--- src/rtl/uart_tx_ctrl.sv ---
// UART transmit sequencer: takes one word per valid/ready handshake, gates the baudrate
// generator on for exactly one frame and serialises start, data (LSB first), parity and stop bits.
module uart_tx_ctrl #(
  parameter int DATA_W     = 8,
  parameter int PARITY_EN  = 0,
  parameter int PARITY_ODD = 0,
  parameter int STOP_BITS  = 1
) (
  input  logic              clk,
  input  logic              rst,
  input  logic [DATA_W-1:0] I_tx_data,
  input  logic              I_tx_valid,
  output logic              O_tx_ready,
  output logic              O_baudrate_tx_clk_en,
  input  logic              I_baudrate_tx_clk,
  output logic              O_txd,
  output logic              O_tx_busy,
  output logic              O_tx_done
);

  localparam int IDX_W = $clog2(DATA_W);
  localparam logic [IDX_W-1:0] LAST_IDX = IDX_W'(DATA_W - 1);
  localparam logic STOP_LAST = (STOP_BITS == 2);
  localparam logic ODD_SENSE = (PARITY_ODD != 0);

  typedef enum logic [2:0] {
    S_IDLE,
    S_START,
    S_DATA,
    S_PARITY,
    S_STOP
  } state_t;

  state_t            state_q, state_d;
  logic [DATA_W-1:0] shift_q, shift_d;
  logic [IDX_W-1:0]  bit_idx_q, bit_idx_d;
  logic              stop_cnt_q, stop_cnt_d;
  logic              parity_q, parity_d;
  logic              txd_q, txd_d;
  logic              ready_q, ready_d;
  logic              en_q, en_d;
  logic              busy_q, busy_d;
  logic              done_q, done_d;

  // Every output is the registered copy of the value computed for the next cycle.
  always_ff @(posedge clk) begin
    if (rst) begin
      state_q    <= S_IDLE;
      shift_q    <= '0;
      bit_idx_q  <= '0;
      stop_cnt_q <= 1'b0;
      parity_q   <= 1'b0;
      txd_q      <= 1'b1;
      ready_q    <= 1'b1;
      en_q       <= 1'b0;
      busy_q     <= 1'b0;
      done_q     <= 1'b0;
    end else begin
      state_q    <= state_d;
      shift_q    <= shift_d;
      bit_idx_q  <= bit_idx_d;
      stop_cnt_q <= stop_cnt_d;
      parity_q   <= parity_d;
      txd_q      <= txd_d;
      ready_q    <= ready_d;
      en_q       <= en_d;
      busy_q     <= busy_d;
      done_q     <= done_d;
    end
  end

  always_comb begin
    state_d    = state_q;
    shift_d    = shift_q;
    bit_idx_d  = bit_idx_q;
    stop_cnt_d = stop_cnt_q;
    parity_d   = parity_q;
    txd_d      = txd_q;
    ready_d    = ready_q;
    en_d       = en_q;
    busy_d     = busy_q;
    done_d     = 1'b0;

    case (state_q)
      // Ticks are ignored here, including one that coincides with the handshake.
      S_IDLE: begin
        txd_d   = 1'b1;
        ready_d = 1'b1;
        en_d    = 1'b0;
        busy_d  = 1'b0;
        if (I_tx_valid && ready_q) begin
          shift_d  = I_tx_data;
          parity_d = (^I_tx_data) ^ ODD_SENSE;
          state_d  = S_START;
          txd_d    = 1'b0;
          en_d     = 1'b1;
          busy_d   = 1'b1;
          ready_d  = 1'b0;
        end
      end

      S_START: begin
        if (I_baudrate_tx_clk) begin
          state_d   = S_DATA;
          bit_idx_d = '0;
          txd_d     = shift_q[0];
        end
      end

      // The line shows the next shift_q[0], which is the current shift_q[1].
      S_DATA: begin
        if (I_baudrate_tx_clk) begin
          shift_d = {1'b0, shift_q[DATA_W-1:1]};
          if (bit_idx_q == LAST_IDX) begin
            if (PARITY_EN != 0) begin
              state_d = S_PARITY;
              txd_d   = parity_q;
            end else begin
              state_d    = S_STOP;
              txd_d      = 1'b1;
              stop_cnt_d = 1'b0;
            end
          end else begin
            bit_idx_d = bit_idx_q + 1'b1;
            txd_d     = shift_q[1];
          end
        end
      end

      S_PARITY: begin
        if (I_baudrate_tx_clk) begin
          state_d    = S_STOP;
          txd_d      = 1'b1;
          stop_cnt_d = 1'b0;
        end
      end

      S_STOP: begin
        txd_d = 1'b1;
        if (I_baudrate_tx_clk) begin
          if (stop_cnt_q == STOP_LAST) begin
            state_d = S_IDLE;
            en_d    = 1'b0;
            busy_d  = 1'b0;
            ready_d = 1'b1;
            done_d  = 1'b1;
          end else begin
            stop_cnt_d = 1'b1;
          end
        end
      end

      default: begin
        state_d = S_IDLE;
        txd_d   = 1'b1;
        ready_d = 1'b1;
        en_d    = 1'b0;
        busy_d  = 1'b0;
      end
    endcase
  end

  assign O_txd                = txd_q;
  assign O_tx_ready           = ready_q;
  assign O_baudrate_tx_clk_en = en_q;
  assign O_tx_busy            = busy_q;
  assign O_tx_done            = done_q;

endmodule

--- config.mk ---
export PLATFORM = sky130hd
export DESIGN_NAME = uart_tx_ctrl
export DESIGN_NICKNAME = d
export VERILOG_FILES = /design/src/rtl/uart_tx_ctrl.sv
export SDC_FILE = /design/constraint.sdc
export NUM_CORES = 1
export LEC_CHECK = 0
export ABC_AREA = 1
export BUFFER_PORTS_ARGS = -buffer_cell sky130_fd_sc_hd__clkbuf_2
export CAP_MARGIN = 0
export CORE_AREA = 4 4 53 55
export DETAILED_ROUTE_END_ITERATION = 8
export DIE_AREA = 0 0 57 59
export PLACE_DENSITY_LB_ADDON = 0.08
export REMOVE_ABC_BUFFERS = 1
export SLEW_MARGIN = 20
export SYNTH_ARGS = -nofsm -noshare
export SYNTH_HDL_FRONTEND = slang
export SYNTH_SLANG_ARGS = --single-unit
--- constraint.sdc ---
create_clock -name clk -period 1.3 [get_ports clk]
set_clock_uncertainty 0.05 [all_clocks]
set_input_delay 0.065 -clock clk [delete_from_list [all_inputs] [get_ports clk]]
set_output_delay 0.065 -clock clk [all_outputs]
set_load 0.03 [all_outputs]
==> results of run 1 <==
[repair_timing]
action / in CTS / in global routing
resized for setup: 22 / 17
pin swaps: 6 / 11
hold endpoints to repair: 4 / 0
setup buffers: 0 / 3
setup endpoints to repair: 16 / 15
gates cloned: 1 / 1
hold buffers: 1 / 0
[logic make-up after synthesis]
logic type,Yosys count
compound gates,18
flops,18
buf+inv,27
simple gates,87
fa+ha+maj,2
[power groups by stage]
stage / combinational [mW] / clock (mW) / sequential, mW
floorplan: 1.15 / 0 / 0.955
global placement: 1.68 / 0 / 0.879
detailed placement: 1.73 / 0 / 0.882
CTS: 1.94 / 0.302 / 0.901
global route: 2.45 / 0.319 / 0.930
finish: 2.18 / 0.288 / 0.911
[final timing paths]
| check | start | to | slack [ns] | cells past startpoint |
|---|---|---|---|---|
| max reg2reg | bit_idx_q[1]$_SDFFE_PP0P_ | state_q[2]$_SDFFE_PP0P_ | 0.01 | 9 |
| min reg2reg | O_tx_busy$_SDFFE_PP0P_ | O_tx_busy$_SDFFE_PP0P_ | 0.44 | 2 |
| max | bit_idx_q[1]$_SDFFE_PP0P_ | state_q[2]$_SDFFE_PP0P_ | 0.01 | 9 |
| min | I_tx_valid | O_tx_busy$_SDFFE_PP0P_ | 0.02 | 3 |
[registers in the layout (all words and copies together) (netlist names)]
signal	flops
shift_q	8
bit_idx_q	3
state_q	3
O_tx_busy	1
O_tx_done	1
O_tx_ready	1
O_txd	1
[final cells by class]
| cell class | instances | area share (%) |
|---|---|---|
| Timing Repair Buffer | 30 | 15.9 |
| Inverter | 23 | 6.65 |
| Tap cell | 30 | 2.73 |
| Clock buffer | 3 | 1.64 |
| Multi-Input combinational cell | 108 | 46.0 |
| Sequential cell | 18 | 27.1 |
[metal layers]
layer / vias to the layer above / global-route usage, % / routed length, um
met5: - / 0 / 0
met4: 0 / 5.96 / 29
met3: 4 / 2.40 / 87
met2: 14 / 26.1 / 1180
met1: 438 / 15.8 / 1030
li1: 530 / - / -
[cells in the final DEF, fill, tap and decap left out, types with 2 or more instances in the layout]
cell type,instances
nand2_1,37
nor2_1,22
inv_1,18
clkbuf_2,16
dfxtp_1,13
buf_4,11
nand2_2,9
o21ai_1,7
o21ai_0,6
inv_2,4
nor2_4,4
nand2_4,4
nand3_4,3
nand3_1,3
a21oi_2,3
dfxtp_2,3
clkbuf_4,3
nand3_2,2
nor2_2,2
a21oi_1,2
ha_4,2
dfxtp_4,2
[through the flow]
step	cells	setup WS, ns	util (%)
2_1_floorplan	148	0.0117	-
3_3_place_gp	203	-0.0777	48.6
3_5_place_dp	203	-0.115	48.6
4_1_cts	208	0.00140	53.8
5_1_grt	212	-0.0512	57.5
6_report	212	0.0134	57.5
[critical path, stage by stage (launching register included)]
cell	delay (ns)
dfxtp_2	0.35
ha_4	0.16
ha_4	0.15
inv_2	0.04
nand3_2	0.09
nand2_2	0.11
buf_4	0.11
inv_2	0.03
nand3_2	0.05
a21oi_2	0.05
==> load_flow_metrics.sql, run 1 <==
INSERT INTO impl_metrics (metric_group, metric, value, unit) VALUES
('clock_network', 'clkSlewWorstSetupHoldPaths', '0.11', 'ns'),
('yosys', 'synth_adder_area_share', '2.51', '%'),
('yosys', 'mean_instance_size_in_the_synthesized_netlist', '6.56', 'um2'),
('floorplanning', 'io_pins', '17', ''),
('yosys', 'yosys-top-cells-area', 'dfxtp_1 (36%), nand2_1 (17%), nor2_1 (9.4%)', ''),
('power_and_ir_drop', 'power_density', '2460', 'nW/um2'),
('sta', 'finalCriticalPeriod', '1.29', 'ns'),
('sta', 'timing.hold.ws', '0.0157', 'ns'),
('drt', 'number_of_drc_markers_after_the_initial_detailed_route_iteration', '12', ''),
('placement', 'io_buffers', '16', ''),
('floorplanning', 'core.rowCount', '18', ''),
('power_and_ir_drop', 'power_frac_seq', '27.0', '%'),
('clock_network', 'cts_buffer_depth', '2', ''),
('final_layout', 'antennaDiodeCount', '0', ''),
('yosys', 'synth-compound-area-share', '9.03', '%'),
('power_and_ir_drop', 'report.power.total', '3.38', 'mW'),
('sta', 'slew_viol_final', '0', ''),
('drt', 'dr_total_vias', '986', ''),
('clock_network', 'cts_tree', 'done', ''),
('yosys', 'yosysTopAreaCell', 'dfxtp_1', ''),
('drt', 'drt-total-wl', '2330', 'um'),
('sta', 'final-setup-viol-count', '0', ''),
('final_layout', 'layout.nets', '198', ''),
('floorplanning', 'placeable_core_area', '2390', 'um2'),
('yosys', 'post_synth_and_or_nand_nor_area_fraction', '40.2', '%'),
('sta', 'rsz0062_at_grt', 'yes', ''),
('sta', 'min_period_over_period', '99.0', '%'),
('final_layout', 'seq_area', '372', 'um2'),
('run_status', 'result_of_the_run', 'completed', ''),
('yosys', 'synthFlopType', 'dfxtp_1', ''),
('critical_path', 'required', '1.44', 'ns'),
('yosys', 'synth.area.mux_share', '0', '%'),
('drt', 'antenna_left', '0', ''),
('final_layout', 'fill_cells', '227', ''),
('clock_network', 'insertion_delay_to_the_later_sink_of_the_worst_skew_pair', '0.30', 'ns'),
('placement', 'place_congestion', '0.843', ''),
('drt', 'detail_route.first_pass.iterations', '4', ''),
('global_routing', 'grt_antenna_before_repair', '0', ''),
('final_layout', 'stdcell_area', '1370', 'um2'),
('sta', 'fmax', '0.777', 'GHz'),
('yosys', 'synthMostInstantiatedCell', 'nand2_1', ''),
('floorplanning', 'fp.dieH', '59', 'um'),
('drt', 'vias_per_cell', '4.65', ''),
('power_and_ir_drop', 'static-leakage-power', '0.698', 'nW'),
('clock_network', 'cts.htree.levels', '1', ''),
('drt', 'routedWlPerCell', '11.0', 'um'),
('clock_network', 'clock_sinks', '18', ''),
('yosys', 'synth_top_family_by_area', 'simple AND/OR/NAND/NOR gates', ''),
('critical_path', 'critical_path_peak_fanout', '2', ''),
('power_and_ir_drop', 'share_comb_of_total_power', '64.5', '%'),
('job', 'maxCapViolations', '0', ''),
('floorplanning', 'floorplan.initialDensity', '41.8', '%'),
('yosys', 'synthesis.area', '997', 'um2'),
('critical_path', 'timing.setup.critical_path_class', 'reg -> reg', ''),
('hold_path', 'hold_class', 'in -> reg', ''),
('power_and_ir_drop', 'power.net_switching', '1.60', 'mW'),
('final_layout', 'multi_input_area', '632', 'um2'),
('yosys', 'post_synth_inst_count', '152', ''),
('power_and_ir_drop', 'p_int', '1.77', 'mW'),
('final_layout', 'syn2layout_area_growth', '37.6', '%'),
('yosys', 'synth_enable_flop_cells', '0', ''),
('power_and_ir_drop', 'p_clk_share', '8.5', '%'),
('clock_network', 'number_of_buffers_added_by_the_clock_tree_synthesis_step', '3', ''),
('global_routing', 'grt_overflow', '0', ''),
('critical_path', 'setup.worst_path.start_class', 'flip-flop', ''),
('yosys', 'synth.ff_latch_count', '18', ''),
('global_routing', 'grt_pass1_wl', '3710', 'um'),
('yosys', 'synth_sequential_area_ratio', '36.1', '%'),
('floorplanning', 'design.die.area', '3360', 'um2'),
('critical_path', 'cp-end-kind', 'flip-flop', ''),
('sta', 'timing.max_slew.rel_slack', '84.5', '%');
No activity file was read; power rests on OpenSTA's default activity.
==> run 2, diff against run 1 <==
Clock period 1.3 ns to 1.1 ns, I/O delays scaled along.
==> run 2 against run 1 <==
  * The flow now finishes with violations (setup timing)
  * Critical path depth unchanged
  * Count of clock-buffer cells in the layout grew 1
  * Combinational power is 40% higher
  * Clock power up 50%
  * Sequential power grew 19%
  * Core utilization up 7.3 points
  * Sequential cell count is the same
  * Worst setup slack worse by 0.28 ns
  * Die area unchanged
  * Via count up 7.4%
  * First-iteration DRC count rose by 58%
  * Final area up 13%
  * Critical path type unchanged
  * Critical endpoint is now bit_idx_q[0]$_SDFFE_PP0P_
  * Highest routed layer unchanged
==> load_flow_metrics.sql, run 2 (same netlist as run 1, synthesis figures left out) <==
INSERT INTO impl_metrics (metric_group, metric, value, unit) VALUES
('run_status', 'result_of_the_run', 'finished, violations left', ''),
('run_status', 'failed_checks', 'setup timing', ''),
('critical_path', 'rr_endpoint', 'bit_idx_q[0]$_SDFFE_PP0P_', ''),
('final_layout', 'syn2layout_area_growth', '55.2', '%'),
('power_and_ir_drop', 'share_comb_of_total_power', '66.9', '%'),
('sta', 'timing.max_slew.rel_slack', '82.6', '%'),
('clock_network', 'cts.htree.levels', '1', ''),
('power_and_ir_drop', 'power_density', '2950', 'nW/um2'),
('drt', 'route.met3.wl', '100', 'um'),
('global_routing', 'track_usage', '16.3', '%'),
('power_and_ir_drop', 'static-leakage-power', '0.770', 'nW'),
('placement', 'place_congestion', '0.839', ''),
('global_routing', 'grt_antenna_before_repair', '0', ''),
('power_and_ir_drop', 'p_int', '2.46', 'mW'),
('critical_path', 'critical_path.reg2reg.startpoint', 'bit_idx_q[0]$_SDFFE_PP0P_', ''),
('clock_network', 'number_of_buffers_added_by_the_clock_tree_synthesis_step', '3', ''),
('drt', 'wl_met2', '1430', 'um'),
('drt', 'detail_route.first_pass.iterations', '4', ''),
('critical_path', 'cp-end-kind', 'flip-flop', ''),
('power_and_ir_drop', 'p_clk_share', '9.5', '%'),
('sta', 'worst_slew_pin_slew', '0.261', 'ns'),
('global_routing', 'first_global_vias', '1031', ''),
('power_and_ir_drop', 'power_frac_seq', '23.6', '%'),
('drt', 'routedLengthMet1', '1100', 'um'),
('drt', 'number_of_drc_markers_after_the_initial_detailed_route_iteration', '19', ''),
('placement', 'hpwlAfterDp', '1710', 'um'),
('floorplanning', 'fp.dieH', '59', 'um'),
('drt', 'dr_total_vias', '1059', ''),
('floorplanning', 'core.rowCount', '18', ''),
('sta', 'timing.hold.ws', '0.0201', 'ns'),
('power_and_ir_drop', 'power.net_switching', '2.09', 'mW'),
('sta', 'layout_setup_ws', '-0.266', 'ns'),
('final_layout', 'layout.cells.most_common', 'nand2_1', ''),
('sta', 'fmax', '0.732', 'GHz'),
('sta', 'finalCriticalPeriod', '1.37', 'ns'),
('floorplanning', 'design.die.area', '3360', 'um2'),
('critical_path', 'timing.setup.critical_path_class', 'reg -> reg', ''),
('hold_path', 'min_delay_path_depth', '5', ''),
('global_routing', 'grt_overflow', '0', ''),
('power_and_ir_drop', 'ir_drop', '1.61', 'mV'),
('clock_network', 'insertion_delay_to_the_later_sink_of_the_worst_skew_pair', '0.30', 'ns'),
('power_and_ir_drop', 'report.power.total', '4.56', 'mW'),
('critical_path', 'setup.worst_path.start_class', 'flip-flop', ''),
('critical_path', 'critical_path_peak_fanout', '5', ''),
('drt', 'drt-total-wl', '2650', 'um'),
('critical_path', 'required', '1.28', 'ns'),
('global_routing', 'grt_max_degree', '11', ''),
('sta', 'min_period_over_period', '124', '%'),
('final_layout', 'layout.nets', '209', ''),
('final_layout', 'layout.core_utilization', '64.8', '%'),
('clock_network', 'cts_buffer_depth', '2', ''),
('clock_network', 'clock_sinks', '18', ''),
('job', 'maxCapViolations', '0', ''),
('clock_network', 'clock-root-buffer', 'clkbuf_4', ''),
('hold_path', 'hold-path-endpoint', 'shift_q[7]$_SDFFE_PP0P_', ''),
('final_layout', 'biggestRegsByFlops', 'shift_q x8, bit_idx_q x3, state_q x3', ''),
('final_layout', 'max_flop_register', 'shift_q', ''),
('sta', 'final-setup-viol-count', '17', ''),
('drt', 'vias_per_cell', '4.73', ''),
('hold_path', 'min_from', 'I_tx_data[7]', ''),
('global_routing', 'grt_pass1_wl', '4310', 'um'),
('drt', 'maxUsedRoutingLayer', 'met4', ''),
('final_layout', 'largest_register_ff_count', '8', ''),
('final_layout', 'antennaDiodeCount', '0', ''),
('floorplanning', 'floorplan.initialDensity', '41.8', '%'),
('final_layout', 'multi_input_area', '678', 'um2'),
('critical_path', 'timing.critical_path.arrival', '1.55', 'ns'),
('sta', 'final-hold-violation-count', '0', ''),
('final_layout', 'share_of_layout_cells_above_drive_strength_1', '46.4', '%'),
('drt', 'antenna_left', '0', ''),
('drt', 'routedWlPerCell', '11.8', 'um'),
('floorplanning', 'io_pins', '17', ''),
('critical_path', 'worst-r2r-setup-slack', '-0.27', 'ns'),
('clock_network', 'clkSlewWorstSetupHoldPaths', '0.11', 'ns'),
('final_layout', 'fill_cells', '232', ''),
('hold_path', 'hold_class', 'in -> reg', ''),
('sta', 'setup_total_negative_slack', '-2.63', 'ns'),
('floorplanning', 'dieWidth', '57', 'um'),
('final_layout', 'seq_area', '372', 'um2'),
('sta', 'slew_viol_final', '0', ''),
('sta', 'rsz0062_at_grt', 'yes', ''),
('floorplanning', 'placeable_core_area', '2390', 'um2'),
('clock_network', 'cts_tree', 'done', ''),
('final_layout', 'most-common-layout-cells', 'nand2_1 (36), nor2_1 (20), inv_1 (18)', ''),
('power_and_ir_drop', 'p_sw_share', '45.9', '%'),
('critical_path', 'reg2reg_depth', '9', ''),
('drt', 'drc', '0', ''),
('placement', 'io_buffers', '16', '');
-- run 2: changes by cell type in the layout (fill, tap and decap cells not counted), sizes merged --
cell and delta:
clkbuf -1, dlygate4sd3 +1, buf +12
-- run 2: how the worst max path moves through the flow --
stage                                   start                         to  slack, ns  cells past startpoint
detailed placement  bit_idx_q[0]$_SDFFE_PP0P_  bit_idx_q[0]$_SDFFE_PP0P_      -0.32                      8
global route        bit_idx_q[0]$_SDFFE_PP0P_  bit_idx_q[0]$_SDFFE_PP0P_      -0.32                      9
global placement    bit_idx_q[0]$_SDFFE_PP0P_  bit_idx_q[1]$_SDFFE_PP0P_      -0.26                      8
CTS                 bit_idx_q[0]$_SDFFE_PP0P_  bit_idx_q[0]$_SDFFE_PP0P_      -0.20                      9
finish              bit_idx_q[0]$_SDFFE_PP0P_  bit_idx_q[0]$_SDFFE_PP0P_      -0.27                      9
floorplan             O_tx_ready$_SDFFE_PP1P_    state_q[0]$_SDFFE_PP0P_      -0.19                      7
-- run 2: routing by layer --
layer	global-route usage, %	up-vias
met1	17.8	491
met2	31.6	18
met3	2.18	2
li1	-	548
met5	0	-
met4	6.62	0
-- run 2: stage by stage --
stage          setup slack [ns]  area (um2)  instances
5_1_grt                  -0.323        1550        224
2_1_floorplan            -0.188         962        148
4_1_cts                  -0.199        1470        221
6_report                 -0.266        1550        224
3_3_place_gp             -0.263        1220        210
3_5_place_dp             -0.323        1220        210
-- run 2: power groups by stage --
stage / clock network [mW] / logic, mW / registers [mW]
final: 0.431 / 3.05 / 1.08
after global routing: 0.467 / 3.38 / 1.11
after CTS: 0.442 / 2.78 / 1.07
after detailed placement: 0 / 2.19 / 1.04
after global placement: 0 / 2.13 / 1.03
after floorplan: 0 / 1.35 / 1.13
-- run 2: timing repair --
action	in CTS	in global routing
hold buffers	2	0
gates resized for setup	41	18
buffers inserted	3	3
endpoints found under the setup margin	18	19
gates cloned	2	0
hold endpoints to repair	4	0
pin swaps	14	18
-- run 2: cell type report --
cell class | instances | area share [%]
Tap cell | 30 | 2.43
Multi-Input combinational cell | 108 | 43.8
Inverter | 23 | 5.90
Timing Repair Buffer | 41 | 21.5
Clock buffer | 4 | 2.34
Sequential cell | 18 | 24.0
-- run 2: worst max-delay path, cell delays in order (launching register included) --
cell     delay [ns]
dfxtp_2        0.35
ha_4           0.16
ha_4           0.15
inv_2          0.07
nand3_4        0.08
nand2_4        0.08
nand2_4        0.07
nand2_1        0.07
nand2_1        0.06
nor2_1         0.14
==> run 3, diff against run 2 <==
Settings changed: SETUP_SLACK_MARGIN set to 0.1, SKIP_CTS_REPAIR_TIMING set to 1.
==> run 3 against run 2 <==
  * The run still ends with setup timing left
  * Register-to-register slack better by 0.04 ns
  * Sequential share of layout area up 0.89 points
  * Sequential power barely moved
  * Cell count down 1.3%
  * Clock power is 2% lower
  * Count of clock-buffer cells in the layout unchanged
  * Worst setup slack improved by 0.044 ns
  * Total power decreased by 5.1%
  * Global-route usage decreased by 1.8 points
  * Largest cell class unchanged
  * Highest routed layer unchanged
==> load_flow_metrics.sql, run 3 (same netlist as run 1, synthesis figures left out) <==
INSERT INTO impl_metrics (metric_group, metric, value, unit) VALUES
('placement', 'hpwlAfterDp', '1710', 'um'),
('hold_path', 'hold_class', 'in -> reg', ''),
('sta', 'final-hold-violation-count', '0', ''),
('clock_network', 'cts_buffer_depth', '2', ''),
('final_layout', 'antennaDiodeCount', '0', ''),
('final_layout', 'layout.cells.most_common', 'nand2_1', ''),
('final_layout', 'max_flop_register', 'shift_q', ''),
('critical_path', 'setup.worst_path.start_class', 'flip-flop', ''),
('final_layout', 'fill_cells', '235', ''),
('drt', 'number_of_drc_markers_after_the_initial_detailed_route_iteration', '9', ''),
('floorplanning', 'fp.dieH', '59', 'um'),
('sta', 'timing.max_slew.rel_slack', '81.1', '%'),
('sta', 'min_period_over_period', '120', '%'),
('clock_network', 'cts.htree.levels', '1', ''),
('critical_path', 'required', '1.25', 'ns'),
('global_routing', 'track_usage', '14.5', '%'),
('floorplanning', 'dieWidth', '57', 'um'),
('sta', 'layout_setup_ws', '-0.222', 'ns'),
('critical_path', 'cp-end-kind', 'flip-flop', ''),
('sta', 'final-setup-viol-count', '17', ''),
('final_layout', 'largest_register_ff_count', '8', ''),
('job', 'maxCapViolations', '0', ''),
('run_status', 'result_of_the_run', 'finished, violations left', ''),
('sta', 'worst_slew_pin_slew', '0.283', 'ns'),
('hold_path', 'min_delay_path_depth', '3', ''),
('drt', 'detail_route.first_pass.iterations', '2', ''),
('clock_network', 'cts_tree', 'done', ''),
('global_routing', 'grt_pass1_wl', '3880', 'um'),
('critical_path', 'critical_path.reg2reg.startpoint', 'bit_idx_q[0]$_SDFFE_PP0P_', ''),
('drt', 'dr_total_vias', '1033', ''),
('clock_network', 'clock-root-buffer', 'clkbuf_4', ''),
('global_routing', 'grt_antenna_before_repair', '0', ''),
('drt', 'drc', '0', ''),
('placement', 'place_congestion', '0.839', ''),
('floorplanning', 'io_pins', '17', ''),
('final_layout', 'syn2layout_area_growth', '51.7', '%'),
('power_and_ir_drop', 'power_density', '2860', 'nW/um2'),
('clock_network', 'clock_sinks', '18', ''),
('final_layout', 'share_of_layout_cells_above_drive_strength_1', '47.1', '%'),
('drt', 'drt-total-wl', '2460', 'um'),
('drt', 'vias_per_cell', '4.67', ''),
('sta', 'rsz0062_at_grt', 'yes', ''),
('final_layout', 'biggestRegsByFlops', 'shift_q x8, bit_idx_q x3, state_q x3', ''),
('run_status', 'failed_checks', 'setup timing', ''),
('placement', 'io_buffers', '16', ''),
('hold_path', 'min_from', 'I_baudrate_tx_clk', ''),
('drt', 'routedWlPerCell', '11.1', 'um'),
('sta', 'finalCriticalPeriod', '1.32', 'ns'),
('power_and_ir_drop', 'static-leakage-power', '0.750', 'nW'),
('critical_path', 'rr_endpoint', 'bit_idx_q[0]$_SDFFE_PP0P_', ''),
('floorplanning', 'placeable_core_area', '2390', 'um2'),
('sta', 'slew_viol_final', '0', ''),
('clock_network', 'insertion_delay_to_the_later_sink_of_the_worst_skew_pair', '0.30', 'ns'),
('critical_path', 'timing.setup.critical_path_class', 'reg -> reg', ''),
('sta', 'fmax', '0.756', 'GHz'),
('critical_path', 'critical_path_peak_fanout', '5', ''),
('critical_path', 'reg2reg_depth', '8', ''),
('global_routing', 'grt_overflow', '0', ''),
('final_layout', 'layout.nets', '206', ''),
('clock_network', 'number_of_buffers_added_by_the_clock_tree_synthesis_step', '3', ''),
('floorplanning', 'floorplan.initialDensity', '41.8', '%'),
('global_routing', 'grt_max_degree', '17', ''),
('floorplanning', 'core.rowCount', '18', ''),
('power_and_ir_drop', 'ir_drop', '1.56', 'mV'),
('placement', 'preCtsSetupSlack', '-0.323', 'ns'),
('hold_path', 'hold-path-endpoint', 'state_q[2]$_SDFFE_PP0P_', ''),
('final_layout', 'layout.core_utilization', '63.4', '%'),
('global_routing', 'first_global_vias', '978', ''),
('clock_network', 'clkSlewWorstSetupHoldPaths', '0.11', 'ns'),
('final_layout', 'most-common-layout-cells', 'nand2_1 (37), inv_1 (18), nor2_1 (18)', ''),
('critical_path', 'timing.critical_path.arrival', '1.47', 'ns'),
('floorplanning', 'design.die.area', '3360', 'um2'),
('critical_path', 'worst-r2r-setup-slack', '-0.22', 'ns'),
('drt', 'antenna_left', '0', '');
## run 3: changes by cell type in the layout (fill, tap and decap cells not counted), sizes merged
cell,before,now
buf,24,21
## run 3: stage by stage
stage               cells  cell area (um2)  setup TNS, ns  hold slack [ns]  power, mW
detailed placement    210             1220          -4.22            0.256       3.23
global route          221             1510          -4.15          0.00431       4.73
finish                221             1510          -2.78          0.00237       4.33
CTS                   214             1260          -4.59          -0.0740       3.67
global placement      210             1220          -3.74            0.240       3.16
floorplan             148              962          -2.09           0.0741       2.48
## run 3: layer usage
metal | up-vias | track usage, % | part of all wire [%]
li1 | 545 | - | -
met1 | 466 | 16.2 | 44
met2 | 17 | 27.1 | 51
met3 | 5 | 2.18 | 3.7
met4 | 0 | 6.62 | 1.6
met5 | - | 0 | 0
## run 3: worst max-delay path by stage
stage	startpoint	end	slack, ns	depth (start not counted)
after floorplan	O_tx_ready$_SDFFE_PP1P_	state_q[0]$_SDFFE_PP0P_	-0.19	7
after detailed placement	bit_idx_q[0]$_SDFFE_PP0P_	bit_idx_q[0]$_SDFFE_PP0P_	-0.32	8
final	bit_idx_q[0]$_SDFFE_PP0P_	bit_idx_q[0]$_SDFFE_PP0P_	-0.22	8
after CTS	bit_idx_q[0]$_SDFFE_PP0P_	bit_idx_q[0]$_SDFFE_PP0P_	-0.34	8
after global routing	bit_idx_q[0]$_SDFFE_PP0P_	bit_idx_q[0]$_SDFFE_PP0P_	-0.29	8
after global placement	bit_idx_q[0]$_SDFFE_PP0P_	bit_idx_q[1]$_SDFFE_PP0P_	-0.26	8
## run 3: cell type report
cell class	count	area, um2	share of cell area [%]
tap	30	37.5	2.48
multi-input combinational	108	673	44.5
timing repair buffer	38	295	19.5
clock buffer	4	36.3	2.40
inverter	23	93.8	6.20
sequential	18	377	24.9
## run 3: power by group
part           switching, mW  internal [mW]  total, mW
Clock                  0.221          0.202      0.423
Combinational           1.61           1.18       2.79
Sequential             0.179          0.930       1.11
Total                   2.01           2.32       4.33
## run 3: critical path: stages, from the launching register on
cell and delay [ns]:
dfxtp_2 0.35, ha_4 0.16, ha_4 0.15, inv_2 0.04, nand3_2 0.09, nand2_2 0.11, nand2_4 0.08, a21oi_2 0.12
nor2_1 0.06
